<file path="config.mk">
export PLATFORM = sky130hd
export DESIGN_NAME = pc_branch_ctrl_flat
export DESIGN_NICKNAME = d
export VERILOG_FILES = /design/src/rtl/pc_branch_ctrl_if.sv /design/src/rtl/pc_branch_ctrl.sv /design/src/flat_wrapper.sv
export SDC_FILE = /design/constraint.sdc
export NUM_CORES = 1
export LEC_CHECK = 0
export BUFFER_PORTS_ARGS = -buffer_cell sky130_fd_sc_hd__buf_2
export CAP_MARGIN = 30
export CORE_AREA = 5 5 162 102
export CTS_BUF_LIST = sky130_fd_sc_hd__clkbuf_16
export DETAILED_ROUTE_END_ITERATION = 6
export DIE_AREA = 0 0 167 107
export PLACE_DENSITY = 0.94
export SLEW_MARGIN = 5
export SYNTH_ARGS = -nofsm -noshare
export SYNTH_HDL_FRONTEND = slang
export SYNTH_SLANG_ARGS = --single-unit
</file>
<file path="constraint.sdc">
create_clock -name clk -period 7.65 [get_ports clk]
set_input_delay 1.53 -clock clk [delete_from_list [all_inputs] [get_ports clk]]
set_output_delay 1.53 -clock clk [all_outputs]
set_load 0.01 [all_outputs]
</file>
<file path="src/rtl/pc_branch_ctrl_if.sv">
// ============================================================================
// Module   : pc_branch_ctrl_if
// Purpose  : Comparator flags, decode controls and PC/trap results exchanged
//            between the core datapath and the PC/branch stage.
// Revision : 1.0  initial release
// ============================================================================
`default_nettype none

interface pc_branch_ctrl_if;
  logic        beq, bne, blt, bge, bltu, bgeu;
  logic [2:0]  funct3;
  logic        branch, jal, jalr;
  logic [31:0] imm;
  logic [31:0] rs1;
  logic        stall;
  logic        fetch_ready;
  logic [31:0] pc;
  logic [31:0] pc_plus4;
  logic        taken;
  logic        misalign_trap;
  logic [31:0] trap_addr;
  logic [31:0] branch_count;
  logic [31:0] taken_count;

  modport master (
    output beq, bne, blt, bge, bltu, bgeu, funct3, branch, jal, jalr,
           imm, rs1, stall, fetch_ready,
    input  pc, pc_plus4, taken, misalign_trap, trap_addr,
           branch_count, taken_count
  );

  modport slave (
    input  beq, bne, blt, bge, bltu, bgeu, funct3, branch, jal, jalr,
           imm, rs1, stall, fetch_ready,
    output pc, pc_plus4, taken, misalign_trap, trap_addr,
           branch_count, taken_count
  );
endinterface

`default_nettype wire

</file>
<file path="src/rtl/pc_branch_ctrl.sv">
// ============================================================================
// Module   : pc_branch_ctrl
// Purpose  : PC register, branch/jump resolution and misaligned-target trap.
//            Optional statistics counters enabled by macro BRANCH_STATS_EN.
// Revision : 1.0  initial release
// ============================================================================
`default_nettype none

module pc_branch_ctrl #(
  parameter logic [31:0] RESET_PC = 32'h0000_0000,
  parameter logic [31:0] TRAP_VEC = 32'h0000_0100
) (
  input  wire logic     clk,
  input  wire logic     rst_n,
  pc_branch_ctrl_if.slave bus
);

  typedef enum logic [0:0] {
    ST_RUN  = 1'b0,
    ST_TRAP = 1'b1
  } state_t;

  state_t      state_q, state_d;
  logic [31:0] pc_q, pc_d;
  logic [31:0] trap_addr_q, trap_addr_d;
  logic        trap_q, trap_d;

  logic        w_cond;
  logic        w_taken;
  logic        w_advance;
  logic        w_misalign;
  logic [31:0] w_target;
  logic [31:0] w_pc_plus4;
  logic [31:0] w_next_pc;

  // funct3 010/011 are not branch encodings and never redirect
  always_comb begin
    w_cond = 1'b0;
    case (bus.funct3)
      3'b000:  w_cond = bus.beq;
      3'b001:  w_cond = bus.bne;
      3'b100:  w_cond = bus.blt;
      3'b101:  w_cond = bus.bge;
      3'b110:  w_cond = bus.bltu;
      3'b111:  w_cond = bus.bgeu;
      default: w_cond = 1'b0;
    endcase
  end

  assign w_pc_plus4 = pc_q + 32'd4;
  assign w_target   = bus.jalr ? ((bus.rs1 + bus.imm) & ~32'h1) : (pc_q + bus.imm);
  assign w_taken    = bus.jalr | bus.jal | (bus.branch & w_cond);
  assign w_next_pc  = w_taken ? w_target : w_pc_plus4;
  assign w_advance  = (state_q == ST_RUN) & ~bus.stall & bus.fetch_ready;
  assign w_misalign = w_advance & w_taken & (w_target[1:0] != 2'b00);

  always_ff @(posedge clk or negedge rst_n) begin
    if (!rst_n) begin
      state_q     <= ST_RUN;
      pc_q        <= RESET_PC;
      trap_addr_q <= 32'h0;
      trap_q      <= 1'b0;
    end else begin
      state_q     <= state_d;
      pc_q        <= pc_d;
      trap_addr_q <= trap_addr_d;
      trap_q      <= trap_d;
    end
  end

  always_comb begin
    state_d     = state_q;
    pc_d        = pc_q;
    trap_addr_d = trap_addr_q;
    trap_d      = trap_q;
    case (state_q)
      ST_RUN: begin
        if (w_misalign) begin
          trap_addr_d = w_target;
          trap_d      = 1'b1;
          state_d     = ST_TRAP;
        end else if (w_advance) begin
          pc_d = w_next_pc;
        end
      end
      ST_TRAP: begin
        pc_d    = TRAP_VEC;
        trap_d  = 1'b0;
        state_d = ST_RUN;
      end
      default: state_d = ST_RUN;
    endcase
  end

  assign bus.pc            = pc_q;
  assign bus.pc_plus4      = w_pc_plus4;
  assign bus.taken         = w_taken;
  assign bus.misalign_trap = trap_q;
  assign bus.trap_addr     = trap_addr_q;

`ifdef BRANCH_STATS_EN
  logic [31:0] branch_count_q, taken_count_q;
  logic        w_count_en;

  // A branch shadowed by a jump is not a branch; misaligned branches still count
  assign w_count_en = w_advance & bus.branch & ~bus.jal & ~bus.jalr;

  always_ff @(posedge clk or negedge rst_n) begin
    if (!rst_n) begin
      branch_count_q <= 32'h0;
      taken_count_q  <= 32'h0;
    end else begin
      if (w_count_en && branch_count_q != 32'hFFFF_FFFF)
        branch_count_q <= branch_count_q + 32'd1;
      if (w_count_en && w_cond && taken_count_q != 32'hFFFF_FFFF)
        taken_count_q <= taken_count_q + 32'd1;
    end
  end

  assign bus.branch_count = branch_count_q;
  assign bus.taken_count  = taken_count_q;
`else
  assign bus.branch_count = 32'h0;
  assign bus.taken_count  = 32'h0;
`endif

endmodule

`default_nettype wire
</file>
<file path="src/flat_wrapper.sv">
// flat-port wrapper written by rule: the top's interface ports become plain ports
module pc_branch_ctrl_flat 
#(
  parameter logic [31:0] RESET_PC = 32'h0000_0000,
  parameter logic [31:0] TRAP_VEC = 32'h0000_0100
)
  (clk, rst_n, bus_beq, bus_bne, bus_blt, bus_bge, bus_bltu, bus_bgeu, bus_funct3, bus_branch, bus_jal, bus_jalr, bus_imm, bus_rs1, bus_stall, bus_fetch_ready, bus_pc, bus_pc_plus4, bus_taken, bus_misalign_trap, bus_trap_addr, bus_branch_count, bus_taken_count);
  pc_branch_ctrl_if bus_i ();
  input  wire logic clk;
  input  wire logic rst_n;
  input wire logic [$bits(bus_i.beq)-1:0] bus_beq;
  input wire logic [$bits(bus_i.bne)-1:0] bus_bne;
  input wire logic [$bits(bus_i.blt)-1:0] bus_blt;
  input wire logic [$bits(bus_i.bge)-1:0] bus_bge;
  input wire logic [$bits(bus_i.bltu)-1:0] bus_bltu;
  input wire logic [$bits(bus_i.bgeu)-1:0] bus_bgeu;
  input wire logic [$bits(bus_i.funct3)-1:0] bus_funct3;
  input wire logic [$bits(bus_i.branch)-1:0] bus_branch;
  input wire logic [$bits(bus_i.jal)-1:0] bus_jal;
  input wire logic [$bits(bus_i.jalr)-1:0] bus_jalr;
  input wire logic [$bits(bus_i.imm)-1:0] bus_imm;
  input wire logic [$bits(bus_i.rs1)-1:0] bus_rs1;
  input wire logic [$bits(bus_i.stall)-1:0] bus_stall;
  input wire logic [$bits(bus_i.fetch_ready)-1:0] bus_fetch_ready;
  output wire logic [$bits(bus_i.pc)-1:0] bus_pc;
  output wire logic [$bits(bus_i.pc_plus4)-1:0] bus_pc_plus4;
  output wire logic [$bits(bus_i.taken)-1:0] bus_taken;
  output wire logic [$bits(bus_i.misalign_trap)-1:0] bus_misalign_trap;
  output wire logic [$bits(bus_i.trap_addr)-1:0] bus_trap_addr;
  output wire logic [$bits(bus_i.branch_count)-1:0] bus_branch_count;
  output wire logic [$bits(bus_i.taken_count)-1:0] bus_taken_count;
  assign bus_i.beq = bus_beq;
  assign bus_i.bne = bus_bne;
  assign bus_i.blt = bus_blt;
  assign bus_i.bge = bus_bge;
  assign bus_i.bltu = bus_bltu;
  assign bus_i.bgeu = bus_bgeu;
  assign bus_i.funct3 = bus_funct3;
  assign bus_i.branch = bus_branch;
  assign bus_i.jal = bus_jal;
  assign bus_i.jalr = bus_jalr;
  assign bus_i.imm = bus_imm;
  assign bus_i.rs1 = bus_rs1;
  assign bus_i.stall = bus_stall;
  assign bus_i.fetch_ready = bus_fetch_ready;
  assign bus_pc = bus_i.pc;
  assign bus_pc_plus4 = bus_i.pc_plus4;
  assign bus_taken = bus_i.taken;
  assign bus_misalign_trap = bus_i.misalign_trap;
  assign bus_trap_addr = bus_i.trap_addr;
  assign bus_branch_count = bus_i.branch_count;
  assign bus_taken_count = bus_i.taken_count;
  pc_branch_ctrl #(.RESET_PC(RESET_PC), .TRAP_VEC(TRAP_VEC)) u_core (.clk(clk), .rst_n(rst_n), .bus(bus_i));
endmodule
</file>
## After elaboration in Yosys (flattened, before gate mapping)

Cells that the tools add are included.
Widths: inputs -> output; s select.

- Register bits: 66
- Memories: 0
- Bits in read-only memories: 0
- Latch bits: 0
- Word-level logic and storage cells: 38
- Input bits: 80
- Memory bits (writable): 0
- Output and inout bits: 162

- Reduce and logical (&&, ||, !) cells: 4
- Muxes and demuxes: 10
- Shift-type cells: 0
- Divide/modulo/power cells: 0
- Magnitude comparators: 0
- $add $sub $neg: 3
- Bitwise gates (word level): 9
- Equality and inequality tests: 8
- Multiply operators: 0

Operator list:

| kind | count |
|---|---|
| $mux 32 | 4 |
| $add 32x32->32 | 2 |
| $pmux 32 s2 | 1 |
| $add 32x3->32 const B | 1 |
| $eq 3x3->1 const B | 4 |
| $pmux 1 s6 | 1 |
| $and 1x1->1 | 5 |
| $ne 2x1->1 const B | 2 |
| $pmux 1 s2 | 2 |
| $reduce_and 2->1 | 2 |
| $eq 3x1->1 const B | 1 |
| $logic_not 3->1 | 1 |
| $mux 1 | 2 |
| $ne 2x2->1 const B | 1 |
| $not 1->1 | 2 |
| $or 1x1->1 | 2 |
| $reduce_bool 2->1 | 1 |

## Depth between registers and ports, before layout

- Depth in word-level cells: 8
- Depth in mapped cells: 12
- Mapped depth without buffers: 11

## Worst setup path before layout

Ideal clock, no wire load.

- Path type: input-to-output
- From: input port bus_funct3[0]
- To: output port bus_taken
- Data required time: 6,120 ps
- Buffers on the path: 2
- Slack: 3,204 ps
- Arrival: 2,916 ps
- Stages on the path: 7
- Cell sequence: mux4_2 > a22o_1 > a21oi_2 > and2_4 > inv_2 > buf_6 > clkbuf_1

- Cells in the longest elaborated chain, start to end: 4
- Elaborated cells between the ends (all ways): 9
- Classes of those cells: 5 x eq/ne; 1 x mux; 2 x bitwise; 1 x reduce/logical

RTL lines:

| what | line | RTL |
|---|---|---|
| start: declaration | flat_wrapper.sv:17 | `input wire logic [$bits(bus_i.funct3)-1:0] bus_funct3;` |
| $eq 3x3->1 (tied with other cells) | pc_branch_ctrl.sv:39 | `case (bus.funct3)` |
| $pmux 1 s6 * | pc_branch_ctrl.sv:39 |  |
| $and 1x1->1 * | pc_branch_ctrl.sv:52 | `assign w_taken = bus.jalr \| bus.jal \| (bus.branch & w_cond);` |
| $or 1x1->1 * | pc_branch_ctrl.sv:52 |  |
| end: declaration | flat_wrapper.sv:27 | `output wire logic [$bits(bus_i.taken)-1:0] bus_taken;` |

Every way passes the cells marked *; elsewhere a longest branch is shown, timed or not.

## Final worst setup path

Ends and elaborated chain as after synthesis.

==> run metrics <==
status finished with violations; failing checks DRC; vias after detailed routing 8554; Pins Over Slew Limit 0; effective utilization at floorplan 53.6%; clk sink count 66; Max Clock Freq 0.201 GHz; Lkg Pwr 4.48 nW; total setup buffers inserted after CTS 0; Layout area overhead 12.6%; commonest non-fill, non-tap cells in the layout buf_2 (177), nand2_1 (109), a21oi_1 (94), o21ai_0 (78), nor2_1 (68); largest family of logic cells by synthesized area compound AO/OA/AOI/OAI gates; share of cells above drive strength 1 19.1%; TNS Setup 0 ps; Total GRT Usage 30.1%; Synth area leaders dfrtp_1 (21%), ha_1 (9.7%), buf_4 (6.2%); GPL Wtd Cong 1.02; Adder-Cell Fraction of Synth Area 10.2%; Worst Hold Depth 2; Post-layout nets 1320; period utilization 65.1%; EDFF count, synth 0; XOR/XNOR Fraction of Synth Area 8.93%; Mapped Cells 1039; total die area 17900 um2; Worst setup SP type input port; critical path class in2out; Std-Cell Rows 35; Worst slew margin 32.7%; # setup viols final 0; measured slew at the worst slew-check pin 1010 ps; Inserted Diodes 0; post-synthesis mux area share 1.71%; initial DRC count 935; design area 9010 um2; Clock Path Buffers 2; Arr. time, crit path 3450 ps; DR WL/cell 20.4 um; Synth area leader dfrtp_1; Critical R2R Capture u_core.bus.trap_addr[28]; CP max stage delay 490 ps; routed wire length 28300 um; hpwl dp 22600 um; worst r2r path cells 11; fraction of registers with async set/reset 100%; hold_sp u_core.bus.trap_addr[11]; commonest non-fill, non-tap cell in the layout buf_2; RSZ-0062 raised after global routing false; Clk pin slew, worst setup/hold paths 60 ps; pwr/cell area 308 nW/um2; Hold Buf Count CTS 0; sequential area share after synthesis 20.7%; largest net degree at the start of global routing 67; worst-path maximum fanout 29; first drt pass iteration count 7; Synth Flop Type dfrtp_1; Die H 107 um; Hold Path Class reg2reg; RR Startpoint u_core.bus.pc[0]; synthesized area 8000 um2; Top cell by count, worst path buf_2; Setup crit end kind output pin; post-synth top area share 20.7%; Root Driver clkbuf_16; Yosys warning count 0; Max IR drop VDD 0.178 mV; flop and latch count out of synthesis 66; fin crit period 4980 ps; r2r setup slk 4240 ps; die width 167 um; Setup WS post-layout 2670 ps; core area 14900 um2; clock latency on the worst-skew pair 340 ps; share of the synthesized area in compound gates (AO/OA/AOI/OAI) 29.0%; Hold Crit Endpoint u_core.bus.trap_addr[11]; worst slack, placed 2710 ps; vias in the first global route 7790; vias per inst 6.18; number of H-tree levels 3; critical path required time 6120 ps; Unique masters post-synth 80; Num CTS Buffers 9; Synth Area in Simple Gates 19.3%; initial antenna violation count 1; Multi-input gate area 5770 um2; Syn Area/Cell 7.70 um2; Reg area 1650 um2; Slowest cell on crit path mux4_2; # Max-Cap Violations 0; Final ANT Viol Nets 0; FILL cells 1348; Placed Instance Area 8680 um2; total congestion overflow 0; CTS tree built; DRC viols 3; Hold Vio Cnt, Final 0; Port Buf Inserts 177; final clock skew 8.49 ps; CTS resizes 0; IO Count 242; worst path cell trace buf_2, mux4_2, a22o_1, a21oi_2, and2_4, inv_2, buf_2; Pwr Total 2.78 mW; first-pass GRT wire length 42800 um
-- logic make-up after synthesis --
group,count (synthesis)
AO/OA/AOI/OAI,356
buffers and inverters,143
AND/OR/NAND/NOR,317
other,1
flip-flops,66
adder cells (fa/ha/maj),64
multiplexers,12
XOR/XNOR,80
-- per-stage QoR --
step           hold slack (ps)  util (%)  cells
4_1_cts                    479      60.3   1384
3_5_place_dp               466      58.1   1368
5_1_grt                    497      60.3   1384
2_1_floorplan              514         -   1102
3_3_place_gp               457      58.1   1368
6_report                   474      60.3   1384
-- worst max-delay path: cells and delay by family --
family | cells | cell delay [ps]
buf+inv | 3 | 620
mux | 1 | 490
compound gates | 2 | 450
simple gates | 1 | 330
-- registers in the layout, summed over array words and instances (netlist names) --
signal / flops
u_core.bus.trap_addr: 32
u_core.state_q: 1
u_core.bus.pc: 32
u_core.bus.misalign_trap: 1
-- synthesized netlist by cell type, drive strengths merged (6+ instances only) --
cell    count
a22o        8
o21a       14
and2        9
dfrtp      66
nand2     111
nand3b      6
o21ai      89
o21bai      8
or3         8
mux2i       8
and4        6
xor2       31
xnor2      48
a311oi      7
o211ai     20
nand2b      9
and3       21
a211oi      7
nand4      18
nor3       14
ha         62
o31ai       8
a21oi      97
a31oi      14
buf        79
clkbuf     38
a21o       42
nor2b       7
nor2       69
nand3      28
inv        26
-- how the worst max path moves through the flow --
stage	startpoint	end	slack [ps]	depth (start not counted)
floorplan	bus_funct3[0]	bus_taken	3200	7
global placement	bus_funct3[0]	bus_taken	2740	7
detailed placement	bus_funct3[0]	bus_taken	2710	7
CTS	bus_funct3[0]	bus_taken	2710	7
global route	bus_funct3[0]	bus_taken	2610	7
finish	bus_funct3[0]	bus_taken	2670	7
-- power by group --
part	switching, mW	internal (mW)
Sequential	0.214	0.481
Combinational	0.990	0.636
Clock	0.169	0.287
-- metal layers --
metal  vias to the layer above  wire length (um)  track usage (%)
met4                         2               502             6.01
met2                       638             10500             38.8
li1                       3928                 -                -
met1                      3927             12100             44.3
met5                         -                13                0
met3                        59              5200             15.1
-- final cells by class --
cell class	count	area share [%]
clock inverter	7	1.13
multi-input combinational	893	64.1
sequential	66	18.3
tap	203	2.82
inverter	26	1.08
clock buffer	9	2.50
timing repair buffer	180	10.1
Power figures use the tool's default switching activity.
